File: src/rtl/varredura_colunas.sv
// varredura_colunas: LED matrix column scanner.
// Scan mode steps a registered one-hot strobe through N_COLS columns, DWELL
// clocks each, pulsing frame_start on entry to column 0. Manual mode decodes
// sel_code (k -> column k-1, 0 -> none).
// Optional macro VARREDURA_BLANK_EN: darkens the first BLANK_CYC clocks of
// every scanned column.
module varredura_colunas #(
    parameter int unsigned N_COLS    = 7,
    parameter int unsigned IDX_W     = 3,
    parameter int unsigned DWELL     = 1000,
    parameter int unsigned BLANK_CYC = 2
) (
    input  logic              clk,
    input  logic              rst_n,
    input  logic              en,
    input  logic              mode,
    input  logic [IDX_W-1:0]  sel_code,
    output logic [N_COLS-1:0] col_sel,
    output logic [IDX_W-1:0]  col_idx,
    output logic              frame_start
);

    localparam int unsigned PRE_W = (DWELL > 1) ? $clog2(DWELL) : 1;

    logic [PRE_W-1:0]  pre_cnt;
    logic              last_mode;
    logic              entry_pend;

    logic [PRE_W-1:0]  pre_nxt;
    logic [IDX_W-1:0]  idx_nxt;
    logic [N_COLS-1:0] sel_nxt;
    logic              fs_nxt;
    logic              pend_nxt;
    logic              entry;
    logic              term;
    logic              last_col;

    assign term     = (pre_cnt == PRE_W'(DWELL - 1));
    assign last_col = (col_idx == IDX_W'(N_COLS - 1));
    // last_mode follows mode even while frozen, so a manual->scan change seen
    // during en=0 is remembered in entry_pend and applied on the first en=1 edge.
    assign entry    = mode && (!last_mode || entry_pend);

    // Next-state and output decode; precedence is en=0 > mode entry > scan/manual.
    always_comb begin
        pre_nxt  = pre_cnt;
        idx_nxt  = col_idx;
        sel_nxt  = '0;
        fs_nxt   = 1'b0;
        pend_nxt = entry_pend;
        if (!en) begin
            if (!mode)
                pend_nxt = 1'b0;
            else if (!last_mode)
                pend_nxt = 1'b1;
        end else begin
            pend_nxt = 1'b0;
            if (entry) begin
                pre_nxt = '0;
                idx_nxt = '0;
                fs_nxt  = 1'b1;
            end else if (mode) begin
                if (term) begin
                    pre_nxt = '0;
                    idx_nxt = last_col ? '0 : col_idx + 1'b1;
                    fs_nxt  = last_col;
                end else begin
                    pre_nxt = pre_cnt + 1'b1;
                end
            end
            if (mode) begin
                sel_nxt = N_COLS'(1) << idx_nxt;
`ifdef VARREDURA_BLANK_EN
                if (pre_nxt < PRE_W'(BLANK_CYC))
                    sel_nxt = '0;
`endif
            end else if ((sel_code != '0) && (sel_code <= IDX_W'(N_COLS))) begin
                sel_nxt = N_COLS'(1) << (sel_code - 1'b1);
            end
        end
    end

    // State and registered outputs, asynchronous active-low reset.
    always_ff @(posedge clk or negedge rst_n) begin
        if (!rst_n) begin
            pre_cnt     <= '0;
            col_idx     <= '0;
            col_sel     <= '0;
            frame_start <= 1'b0;
            last_mode   <= 1'b0;
            entry_pend  <= 1'b0;
        end else begin
            pre_cnt     <= pre_nxt;
            col_idx     <= idx_nxt;
            col_sel     <= sel_nxt;
            frame_start <= fs_nxt;
            last_mode   <= mode;
            entry_pend  <= pend_nxt;
        end
    end

endmodule

File: config.mk
export PLATFORM = sky130hd
export DESIGN_NAME = varredura_colunas
export DESIGN_NICKNAME = d
export VERILOG_FILES = /design/src/rtl/varredura_colunas.sv
export SDC_FILE = /design/constraint.sdc
export NUM_CORES = 1
export LEC_CHECK = 0
export BUFFER_PORTS_ARGS = -buffer_cell sky130_fd_sc_hd__buf_4
export CELL_PAD_IN_SITES_DETAIL_PLACEMENT = 2
export CELL_PAD_IN_SITES_GLOBAL_PLACEMENT = 2
export CORE_ASPECT_RATIO = 0.9
export CORE_MARGIN = 2
export CORE_UTILIZATION = 35
export CTS_BUF_LIST = sky130_fd_sc_hd__clkbuf_4
export DETAILED_ROUTE_END_ITERATION = 10
export PLACE_DENSITY_LB_ADDON = 0.1
export SYNTH_ARGS = -nofsm -noshare
export SYNTH_HDL_FRONTEND = slang
export SYNTH_SLANG_ARGS = --single-unit
File: constraint.sdc
create_clock -name clk -period 4.7 [get_ports clk]
set_input_delay 0.47 -clock clk [delete_from_list [all_inputs] [get_ports clk]]
set_output_delay 0.47 -clock clk [all_outputs]
set_load 0.02 [all_outputs]
After elaboration in Yosys (flattened, before gate mapping)
Cells that the tools add are included.

word-level totals
  register bits after elaboration = 23
  latch bits = 0
  bits in writable memories = 0
  bits in read-only memories = 0
  input port bits = 7
  output and inout port bits = 11
  logic and storage cells = 40
  memories kept = 0

operators by class
  add/subtract/negate cells = 3
  multiply operators = 0
  div/mod/pow operators = 0
  order comparisons = 1
  equality and inequality tests = 3
  shift-type cells = 2
  muxes and demuxes = 18
  bitwise logic cells = 0
  reductions and logical operators = 7

operator list
  cell                   number
  $mux 10                3
  $mux 7                 3
  $mux 3                 5
  $shl 1x3->7 const A    2
  $add 10x1->10 const B  1
  $eq 10x10->1 const B   1
  $mux 1                 7
  $add 3x1->3 const B    1
  $eq 3x3->1 const B     1
  $le 3x3->1 const B     1
  $ne 3x3->1 const B     1
  $reduce_bool 3->1      1
  $sub 3x1->3 const B    1
  $logic_and 1x1->1      2
  $reduce_and 2->1       1
  $reduce_bool 2->1      1
  $logic_not 1->1        1
  $logic_or 1x1->1       1

Logic depth before layout (Yosys ltp)
Gate-level depths: netlist of run 1.

  depth in word-level cells = 9
  mapped depth = 6
  depth with buffers taken out = 5

Least setup slack after synthesis of run 1
OpenSTA, ideal clock, no wires.

  kind = register to register
  start = register pre_cnt[0]
  end = register col_sel[1]
  setup time = 0.096 ns
  arrival = 1.485 ns
  data required time = 4.604 ns
  slack = 3.119 ns
  stages on the path, launching flop included = 7
  path buffers = 1
  period minus slack after synthesis = 1.581 ns
  cell sequence = dfrtp_1 -> ha_1 -> and2_2 -> and4_4 -> buf_8 -> xnor2_4 -> o32ai_2

between the ends
  cells in the longest elaborated chain, start to end = 8

RTL lines
  item                    line  source
  start, declared         25    logic [PRE_W-1:0] pre_cnt;
  start signal, assigned  93    pre_cnt <= pre_nxt;
  $eq 10x10->1            38    assign term = (pre_cnt == PRE_W'(DWELL - 1));
  $mux 3                  63    if (term) begin
  $mux 3                  62    end else if (mode) begin
  $mux 3                  58    if (entry) begin
  $mux 3                  51    if (!en) begin
  $shl 1x3->7             72    sel_nxt = N_COLS'(1) << idx_nxt;
  $mux 7                  71    if (mode) begin
  $mux 7                  51
  net sel_nxt[1]          31    logic [N_COLS-1:0] sel_nxt;
  end signal, assigned    95    col_sel <= sel_nxt;
  end, declared           18    output logic [N_COLS-1:0] col_sel,

The timed path passes the listed nets, and every way through them passes these cells. The select of a mux whose other input is x is not followed.
A chain may end at the register's enable or synchronous reset.

Final worst setup path of run 1
  start = register pre_cnt[0]
  end = register pre_cnt[7]

between the ends
  cells in the longest elaborated chain, start to end = 4
  elaborated cells between the ends (all ways) = 5
  those cells by class = 1 x add/sub; 1 x eq/ne; 3 x mux

RTL lines
  item                                           line
  $add 10x1->10 or $eq 10x10->1 (tied branches)  68, 38
  $mux 10 *                                      63
  $mux 10 *                                      62
  $mux 10 *                                      58

Mark *: on every way between the ends. The rest lies on a longest branch, timed or not. The select of a mux whose other input is x is not followed.

==> flow_metrics.py, run 1 <==
metrics = {
    "timing": {
        "fin_tns_setup_ns": 0,
        "finalHoldViolations": 0,
        "fmax_mhz": 499.8,
        "grt_setup_unrepaired": "false",
        "finalHoldWorstSlack_ns": 0.02135,
        "tightestPinTransition_ns": 0.6302,
        "setup_violations": 0,
        "maxSlewViolCount": 0,
        "slew_headroom_pct": 57.98,
        "period_share_pct": 42.57,
        "layout_min_cycle_time_ns": 2.001,
        "fin_skew_ns": 0.01330,
    },
    "finish": {
        "final_common_cell": "dfrtp_1",
        "area_growth_pct": 14.47,
        "nNetsFinal": 150,
        "multi_input_area_um2": 621.8,
        "num-fill-cells": 382,
        "layout_common_cells": "dfrtp_1, buf_4, nand2_1",
        "seqCellArea_um2": 575.6,
        "antennaDiodeCount": 0,
        "drive_gt1_share_pct": 21.43,
        "instances_no_fill": 184,
    },
    "die": {
        "die_h_um": 60.38,
        "row_count": 20,
        "core_area_mm2": 0.003378,
        "die_area_mm2": 0.004024,
        "io_pins": 18,
        "initial_utilization_pct": 36.59,
        "die_w_um": 66.65,
    },
    "synthesis": {
        "ys_async_sr_fraction_pct": 100.0,
        "yosysSeqAreaShare_pct": 46.56,
        "synth.cell_area_mm2": 0.001236,
        "avgSynthCellArea_um2": 10.05,
        "ys_seq_elements": 23,
        "synth_edf_count": 0,
        "yosysUniqueCellTypes": 44,
        "ys_warn_count": 0,
        "yosys_most_used_dff": "dfrtp_1",
        "syn_inst": 123,
        "syn-num-nets": 132,
    },
    "cts": {
        "cts_tree": "done",
        "path_clk_slew_ns": 0.13,
        "post_cts_buffers": 0,
        "htreeDepth": 1,
        "cts.path.max_buffers": 2,
        "cts.sinks": 23,
        "post_cts_resized": 0,
        "clk_latency_ns": 0.31,
        "ctsHoldBuffers": 0,
        "root_buffer": "clkbuf_4",
        "numCtsBuffers": 3,
    },
    "global_route": {
        "grt_max_degree": 24,
        "grt_usage_pct": 18.71,
        "grt_pass1_wl_um": 5595,
        "antenna_found_initial": 0,
        "grt_pass1_vias": 1076,
        "grt-ovfl-total": 0,
    },
    "power_and_ir_drop": {
        "power.net_switching_uw": 87.85,
        "leakage_uw": 0.0006417,
        "p_int_uw": 250.1,
        "powerDensity_mw_per_mm2": 238.8,
        "sw_frac_of_total_pct": 25.99,
        "seqPwrFrac_pct": 62.1,
        "power_frac_comb_pct": 11.2,
        "p_clk_share_pct": 26.7,
        "peakVddDrop_uv": 146.6,
    },
    "worst_setup_path": {
        "critical_path.max_fanout": 8,
        "cp.required_ns": 4.87,
        "cp-end-kind": "flop",
        "r2r_slack_ns": 2.70,
        "cp_slowest_stage_delay_ns": 0.56,
        "crit_slowest_cell": "a21oi_1",
        "crit_path_start_kind": "flop",
        "critPathKind": "flop to flop",
        "cp.arrival_ns": 2.17,
        "crit_path_cell_trace": "ha_1 > and2_2 > nand3_1 > a21oi_1 > o221ai_1",
    },
    "drt": {
        "routed-via-count": 1016,
        "drt-initial-drc-count": 33,
        "dr.pass1.iters": 4,
        "drc_errors": 0,
        "routed_via_density": 5.522,
        "wl_per_cell_um": 17.54,
        "wirelength_um": 3228,
        "postRouteAntennaNets": 0,
    },
    "place": {
        "place.gp.congestion": 0.7729,
        "dp.cells": 180,
        "portBuffers": 17,
        "place_hpwl_um": 2494,
    },
    "run_status": {
        "run_status": "finished clean",
    },
    "run": {
        "drv_cap": 0,
    },
    "min_path": {
        "worstHoldPathType": "input pin to async pin",
    },
}
==> path summary, 6_finish.rpt <==
kind,start,endpoint,depth (start not counted)
max in group asynchronous,rst_n,col_idx[1]$_DFFE_PN0P_,1
min in group clk,mode,last_mode$_DFF_PN0_,1
max,pre_cnt[0]$_DFFE_PN0P_,pre_cnt[7]$_DFFE_PN0P_,5
min,rst_n,col_sel[5]$_DFF_PN0_,1
max reg2reg,pre_cnt[0]$_DFFE_PN0P_,pre_cnt[7]$_DFFE_PN0P_,5
min reg2reg,pre_cnt[1]$_DFFE_PN0P_,pre_cnt[1]$_DFFE_PN0P_,1
==> routing by layer <==
layer / wire [um] / up-vias / GRT usage, %
met5: 0 / - / 0
met1: 1611 / 516 / 25.58
met4: 19 / 0 / 4.665
met2: 1510 / 14 / 30.43
met3: 88 / 2 / 4.267
li1: - / 484 / -
==> critical path: cells and delay by family, from the launching register on <==
kind                     cells  cell delay (ns)
AO/OA/AOI/OAI                2             0.77
flip-flops                   1             0.47
AND/OR/NAND/NOR              2             0.34
adder cells (fa/ha/maj)      1             0.27
==> power groups by stage <==
stage	Clock [uW]	Combinational [uW]	Sequential, uW
3_3_place_gp	0	37.2	213
4_1_cts	96.5	38.7	210
6_report	90.4	37.7	210
5_1_grt	103	42.8	211
3_5_place_dp	0	38.6	214
2_1_floorplan	0	16.9	215
==> Yosys cell counts, types with 3 or more instances <==
cell,number,area [um^2]
nand3_1,5,25.02
nand4_1,5,31.28
nand2_1,14,52.55
xor2_1,4,35.03
dfrtp_1,23,575.6
and3_2,3,22.52
nor2_1,13,48.80
o21ai_0,8,40.04
nand2b_1,3,18.77
==> kinds of logic after synthesis <==
logic type                 Yosys count  share of synthesized area [%]
and+or+nand+nor                     60                          26.62
adders and majority gates            2                          2.024
xor gates and xnor gates             7                          6.478
DFF                                 23                          46.56
buffers and inverters                6                          3.137
muxes                                2                          1.619
AOI/OAI and AO/OA                   23                          13.56
==> state kept, by name, summed over array words and instances, names as in the netlist <==
signal and flops:
pre_cnt 10, col_sel 7, col_idx 3, entry_pend 1, frame_start 1, last_mode 1
==> metrics by stage <==
step	total power, uW	worst slack [ns]	utilization (%)	instance area, um^2
2_1_floorplan	231.8	3.119	-	1236
3_3_place_gp	250.4	2.776	41.07	1388
3_5_place_dp	252.2	2.721	41.07	1388
4_1_cts	345.0	2.675	41.89	1415
5_1_grt	356.9	2.439	41.89	1415
6_report	338.0	2.699	41.89	1415
==> cell type report <==
class,instances,share of cell area (%)
Clock buffer,3,1.592
Clock inverter,1,0.3537
Inverter,2,0.5305
Multi-Input combinational cell,94,43.94
Sequential cell,23,40.67
Tap cell,44,3.890
Timing Repair Buffer,17,9.019
Power figures use the tool's default switching activity.
==> inputs of run 2 (changes only) <==
- CORE_UTILIZATION: 35 -> 33
- clock period: 4.7 -> 1.82 ns (I/O delays scaled with it)
==> flow_metrics.py, run 2 (synthesis gave the netlist of run 1 again) <==
metrics = {
    "die": {
        "row_count": 21,
        "die_w_um": 68.52,
        "die_h_um": 62.07,
        "io_pins": 18,
        "die_area_mm2": 0.004252,
        "initial_utilization_pct": 33.85,
        "core_area_mm2": 0.003652,
    },
    "timing": {
        "fin_skew_ns": 0.006095,
        "slew_headroom_pct": 71.07,
        "setup_violations": 0,
        "tightestPinTransition_ns": 0.4339,
        "fin_tns_setup_ns": 0,
        "fmax_mhz": 591.4,
        "layout_min_cycle_time_ns": 1.691,
        "grt_setup_unrepaired": "false",
        "maxSlewViolCount": 0,
        "period_share_pct": 92.90,
        "finalHoldViolations": 0,
    },
    "finish": {
        "nNetsFinal": 152,
        "largest_register": "pre_cnt",
        "drive_gt1_share_pct": 22.54,
        "fin_area_mm2": 0.001436,
        "final_common_cell": "dfrtp_1",
        "layout_common_cells": "dfrtp_1, buf_4, nand2_1",
        "instances_no_fill": 188,
        "area_growth_pct": 16.19,
        "largest_reg_flops": 10,
        "antennaDiodeCount": 0,
        "reg.largest.list": "pre_cnt: 10 flops, col_sel: 7 flops, col_idx: 3 flops",
    },
    "worst_setup_path": {
        "crit_slowest_cell": "dfrtp_2",
        "cp-end-kind": "flop",
        "critPathLaunch": "pre_cnt[0]$_DFFE_PN0P_",
        "critical_path.max_fanout": 7,
        "r2r_cells": 5,
        "cp_slowest_stage_delay_ns": 0.44,
        "critPathKind": "flop to flop",
        "cp.required_ns": 2.02,
        "cp.arrival_ns": 1.89,
        "crit_path_cell_trace": "ha_1 > and2_2 > and4_4 > mux2i_1 > o22ai_1",
        "r2r_start": "pre_cnt[0]$_DFFE_PN0P_",
        "crit_path_start_kind": "flop",
    },
    "cts": {
        "root_buffer": "clkbuf_4",
        "cts.path.max_buffers": 2,
        "cts.sinks": 23,
        "cts_tree": "done",
        "path_clk_slew_ns": 0.13,
        "numCtsBuffers": 3,
        "htreeDepth": 1,
        "clk_latency_ns": 0.31,
    },
    "place": {
        "portBuffers": 17,
        "dp.cells": 183,
        "place.gp.congestion": 0.7694,
        "place_hpwl_um": 2469,
        "dpl_cell_area_mm2": 0.001398,
    },
    "drt": {
        "wirelength_um": 3183,
        "wl_per_cell_um": 16.93,
        "drt-initial-drc-count": 54,
        "postRouteAntennaNets": 0,
        "routed-via-count": 1023,
        "routed_via_density": 5.441,
        "drc_errors": 0,
        "dr.pass1.iters": 4,
    },
    "global_route": {
        "grt_max_degree": 24,
        "antenna_found_initial": 0,
        "grt-ovfl-total": 0,
        "grt_usage_pct": 17.19,
        "grt_pass1_vias": 1089,
        "grt_pass1_wl_um": 5354,
    },
    "power_and_ir_drop": {
        "leakage_uw": 0.0006499,
        "peakVddDrop_uv": 326.5,
        "powerDensity_mw_per_mm2": 613.0,
    },
    "min_path": {
        "min_from": "mode",
        "worstHoldPathType": "input pin to flop",
        "min_path_cells": 1,
    },
    "run": {
        "drv_cap": 0,
    },
    "run_status": {
        "run_status": "finished clean",
    },
}
run 2: cell types whose count changed in the layout (fill, tap and decap cells not counted), sizes merged:
cell,delta
dlygate4sd3,+1
buf,+1
run 2: repair_timing:
| action | CTS | global route |
|---|---|---|
| endpoints found under the setup margin | 0 | 2 |
| resized for setup | 0 | 1 |
| endpoints found under the hold margin | 23 | 0 |
| setup buffers | 0 | 0 |
| hold buffers | 1 | 0 |
run 2: layout make-up:
type | count | area [um^2]
multi-input cells | 94 | 621.8
repair buffers | 19 | 145.1
clock buffers | 3 | 22.52
inverters | 2 | 7.507
clock inverters | 1 | 5.005
fillers | 402 | 2216
well taps | 46 | 57.56
flip-flops and latches | 23 | 576.8
run 2: final timing paths:
kind	endpoint	slack, ns
worst max register to register	col_sel[6]$_DFF_PN0_	0.13
max in group asynchronous	pre_cnt[0]$_DFFE_PN0P_	1.27
worst min register to register	pre_cnt[2]$_DFFE_PN0P_	0.55
min in group asynchronous	col_sel[3]$_DFF_PN0_	0.29
worst min-delay path	last_mode$_DFF_PN0_	0.06
worst max-delay path	col_sel[6]$_DFF_PN0_	0.13
run 2: routing by layer:
metal  part of all wire, %  vias up  routed length (um)  track usage, %
met4                  0.50        0                  16           2.571
met1                    50      521                1590           23.45
met2                    46       15                1467           28.71
met3                   3.4        2                 108           3.784
li1                      -      485                   -               -
met5                     0        -                   0               0
run 2: metrics by stage:
step | hold slack [ns] | setup WS, ns | power [uW] | utilization, %
final | 0.05828 | 0.1292 | 880.5 | 39.33
after global routing | 0.03952 | 0.04244 | 933.6 | 39.33
after CTS | 0.03863 | 0.07683 | 902.2 | 39.29
after detailed placement | 0.1013 | 0.1073 | 655.5 | 38.27
after global placement | 0.09304 | 0.2014 | 650.0 | 38.27
after floorplan | -0.1136 | 0.2390 | 598.7 | -
run 2: power by group:
part | leakage, uW | switching (uW) | internal, uW | total, uW
sequential | 0.000308 | 15.4 | 528 | 544
clock | 0.0000177 | 152 | 82.1 | 235
combinational | 0.000324 | 63.0 | 39.3 | 102
run 2: worst max-delay path: cells and delay by family (launching register included):
family | cells | cell delay (ns)
AOI/OAI and AO/OA | 1 | 0.12
adders and majority gates | 1 | 0.22
DFF | 1 | 0.44
muxes | 1 | 0.28
and+or+nand+nor | 2 | 0.51
==> inputs of run 3 (changes only) <==
- CORE_UTILIZATION: 33 -> 32
- CTS_BUF_LIST: sky130_fd_sc_hd__clkbuf_4 -> not set
==> flow_metrics.py, run 3 (synthesis gave the netlist of run 1 again) <==
metrics = {
    "worst_setup_path": {
        "cp.arrival_ns": 1.83,
        "regToRegEndpoint": "col_sel[6]$_DFF_PN0_",
        "crit_path_end": "col_sel[6]$_DFF_PN0_",
        "cp.required_ns": 1.97,
        "cp_num_buf_inv": 0,
        "crit_family": "simple AND/OR/NAND/NOR gates",
        "r2r_slack_ns": 0.14,
        "critPathLaunch": "pre_cnt[0]$_DFFE_PN0P_",
        "crit_path_start_kind": "flop",
        "crit_slowest_cell": "dfrtp_2",
        "crit_cells": 5,
        "r2r_start": "pre_cnt[0]$_DFFE_PN0P_",
        "r2r_cells": 5,
        "crit_path_cell_trace": "ha_1 > and2_2 > and4_4 > mux2i_1 > o22ai_1",
        "critical_path.max_fanout": 7,
        "cp-end-kind": "flop",
        "cp_slowest_stage_delay_ns": 0.43,
        "critPathKind": "flop to flop",
    },
    "drt": {
        "wl_per_cell_um": 18.53,
        "postRouteAntennaNets": 0,
        "dr.pass1.iters": 4,
        "routed-via-count": 1038,
        "wirelength_um": 3483,
        "drc_errors": 0,
        "drt-initial-drc-count": 48,
        "routed_via_density": 5.521,
    },
    "global_route": {
        "grt_pass1_wl_um": 6023,
        "antenna_found_initial": 0,
        "grt_max_degree": 24,
        "grt_usage_pct": 17.61,
        "grt-ovfl-total": 0,
        "grt_pass1_vias": 1163,
    },
    "finish": {
        "multi_input_area_um2": 621.8,
        "area_growth_pct": 17.71,
        "seqCellArea_um2": 576.8,
        "nNetsFinal": 152,
        "reg.largest.list": "pre_cnt: 10 flops, col_sel: 7 flops, col_idx: 3 flops",
        "largest_reg_flops": 10,
        "num-fill-cells": 405,
        "final_common_cell": "dfrtp_1",
        "layout_common_cells": "dfrtp_1, buf_4, nand2_1",
        "largest_register": "pre_cnt",
        "drive_gt1_share_pct": 22.54,
        "antennaDiodeCount": 0,
    },
    "power_and_ir_drop": {
        "finalPower_uw": 976.3,
        "powerDensity_mw_per_mm2": 671.0,
        "leakage_uw": 0.0006576,
        "peakVddDrop_uv": 261.6,
    },
    "min_path": {
        "worstHoldPathType": "input pin to flop",
        "min_from": "mode",
    },
    "place": {
        "place.gp.congestion": 0.8174,
        "portBuffers": 17,
        "place_hpwl_um": 2612,
    },
    "timing": {
        "finalHoldViolations": 0,
        "slew_headroom_pct": 69.52,
        "layout_min_cycle_time_ns": 1.677,
        "grt_setup_unrepaired": "false",
        "period_share_pct": 92.13,
        "setup_violations": 0,
        "tightestPinTransition_ns": 0.4572,
        "fmax_mhz": 596.4,
        "maxSlewViolCount": 0,
        "fin_skew_ns": 0.002610,
        "fin_tns_setup_ns": 0,
    },
    "cts": {
        "post_cts_buffers": 0,
        "htreeDepth": 1,
        "clk_latency_ns": 0.27,
        "path_clk_slew_ns": 0.09,
        "numCtsBuffers": 3,
        "cts.path.max_buffers": 2,
        "root_buffer": "clkbuf_8",
        "cts_tree": "done",
        "cts.sinks": 23,
    },
    "run": {
        "drv_cap": 0,
    },
    "die": {
        "initial_utilization_pct": 33.37,
        "die_h_um": 62.97,
        "row_count": 21,
        "io_pins": 18,
        "core_area_mm2": 0.003705,
        "die_w_um": 69.52,
        "die_area_mm2": 0.004377,
    },
    "run_status": {
        "run_status": "finished clean",
    },
}
[run 3: layout make-up]
| class | instances | area share [%] |
|---|---|---|
| inverters | 2 | 0.5159 |
| well taps | 46 | 3.955 |
| clock buffers | 3 | 2.837 |
| clock inverters | 1 | 0.3439 |
| repair buffers | 19 | 9.974 |
| flip-flops and latches | 23 | 39.64 |
| multi-input cells | 94 | 42.73 |
[run 3: how the worst min path moves through the flow]
stage | cells past startpoint | end
finish | 1 | last_mode$_DFF_PN0_
global route | 1 | last_mode$_DFF_PN0_
CTS | 1 | last_mode$_DFF_PN0_
detailed placement | 1 | col_sel[3]$_DFF_PN0_
global placement | 1 | col_sel[3]$_DFF_PN0_
floorplan | 0 | col_idx[0]$_DFFE_PN0P_
[run 3: power by group]
part           switching, uW  internal [uW]  total [uW]
combinational           63.5           39.1         103
clock                    177            153         331
sequential              15.2            528         543
[run 3: layer usage]
metal	routed length, um	share of wire, %	global-route usage, %	vias to the layer above
met1	1685	48	23.74	527
met4	68	2.0	6.127	0
li1	-	-	-	484
met5	0	0	0	-
met3	129	3.7	3.548	6
met2	1600	46	28.13	21
[run 3: timing repair]
action / 4_1_cts / 5_1_grt
setup endpoints to repair: 0 / 4
hold endpoints to repair: 23 / 0
hold buffers: 1 / 0
resized for setup: 0 / 1
[run 3: through the flow]
stage	instances	instance area, um^2	hold slack [ns]	worst slack [ns]	utilization, %
6_report	188	1455	0.09358	0.1432	39.28
5_1_grt	188	1455	0.09750	0.02621	39.28
4_1_cts	188	1454	0.09682	0.08181	39.24
3_5_place_dp	183	1398	0.1026	0.08846	37.72
3_3_place_gp	183	1398	0.09467	0.1903	37.72
2_1_floorplan	123	1236	-0.1136	0.2390	-
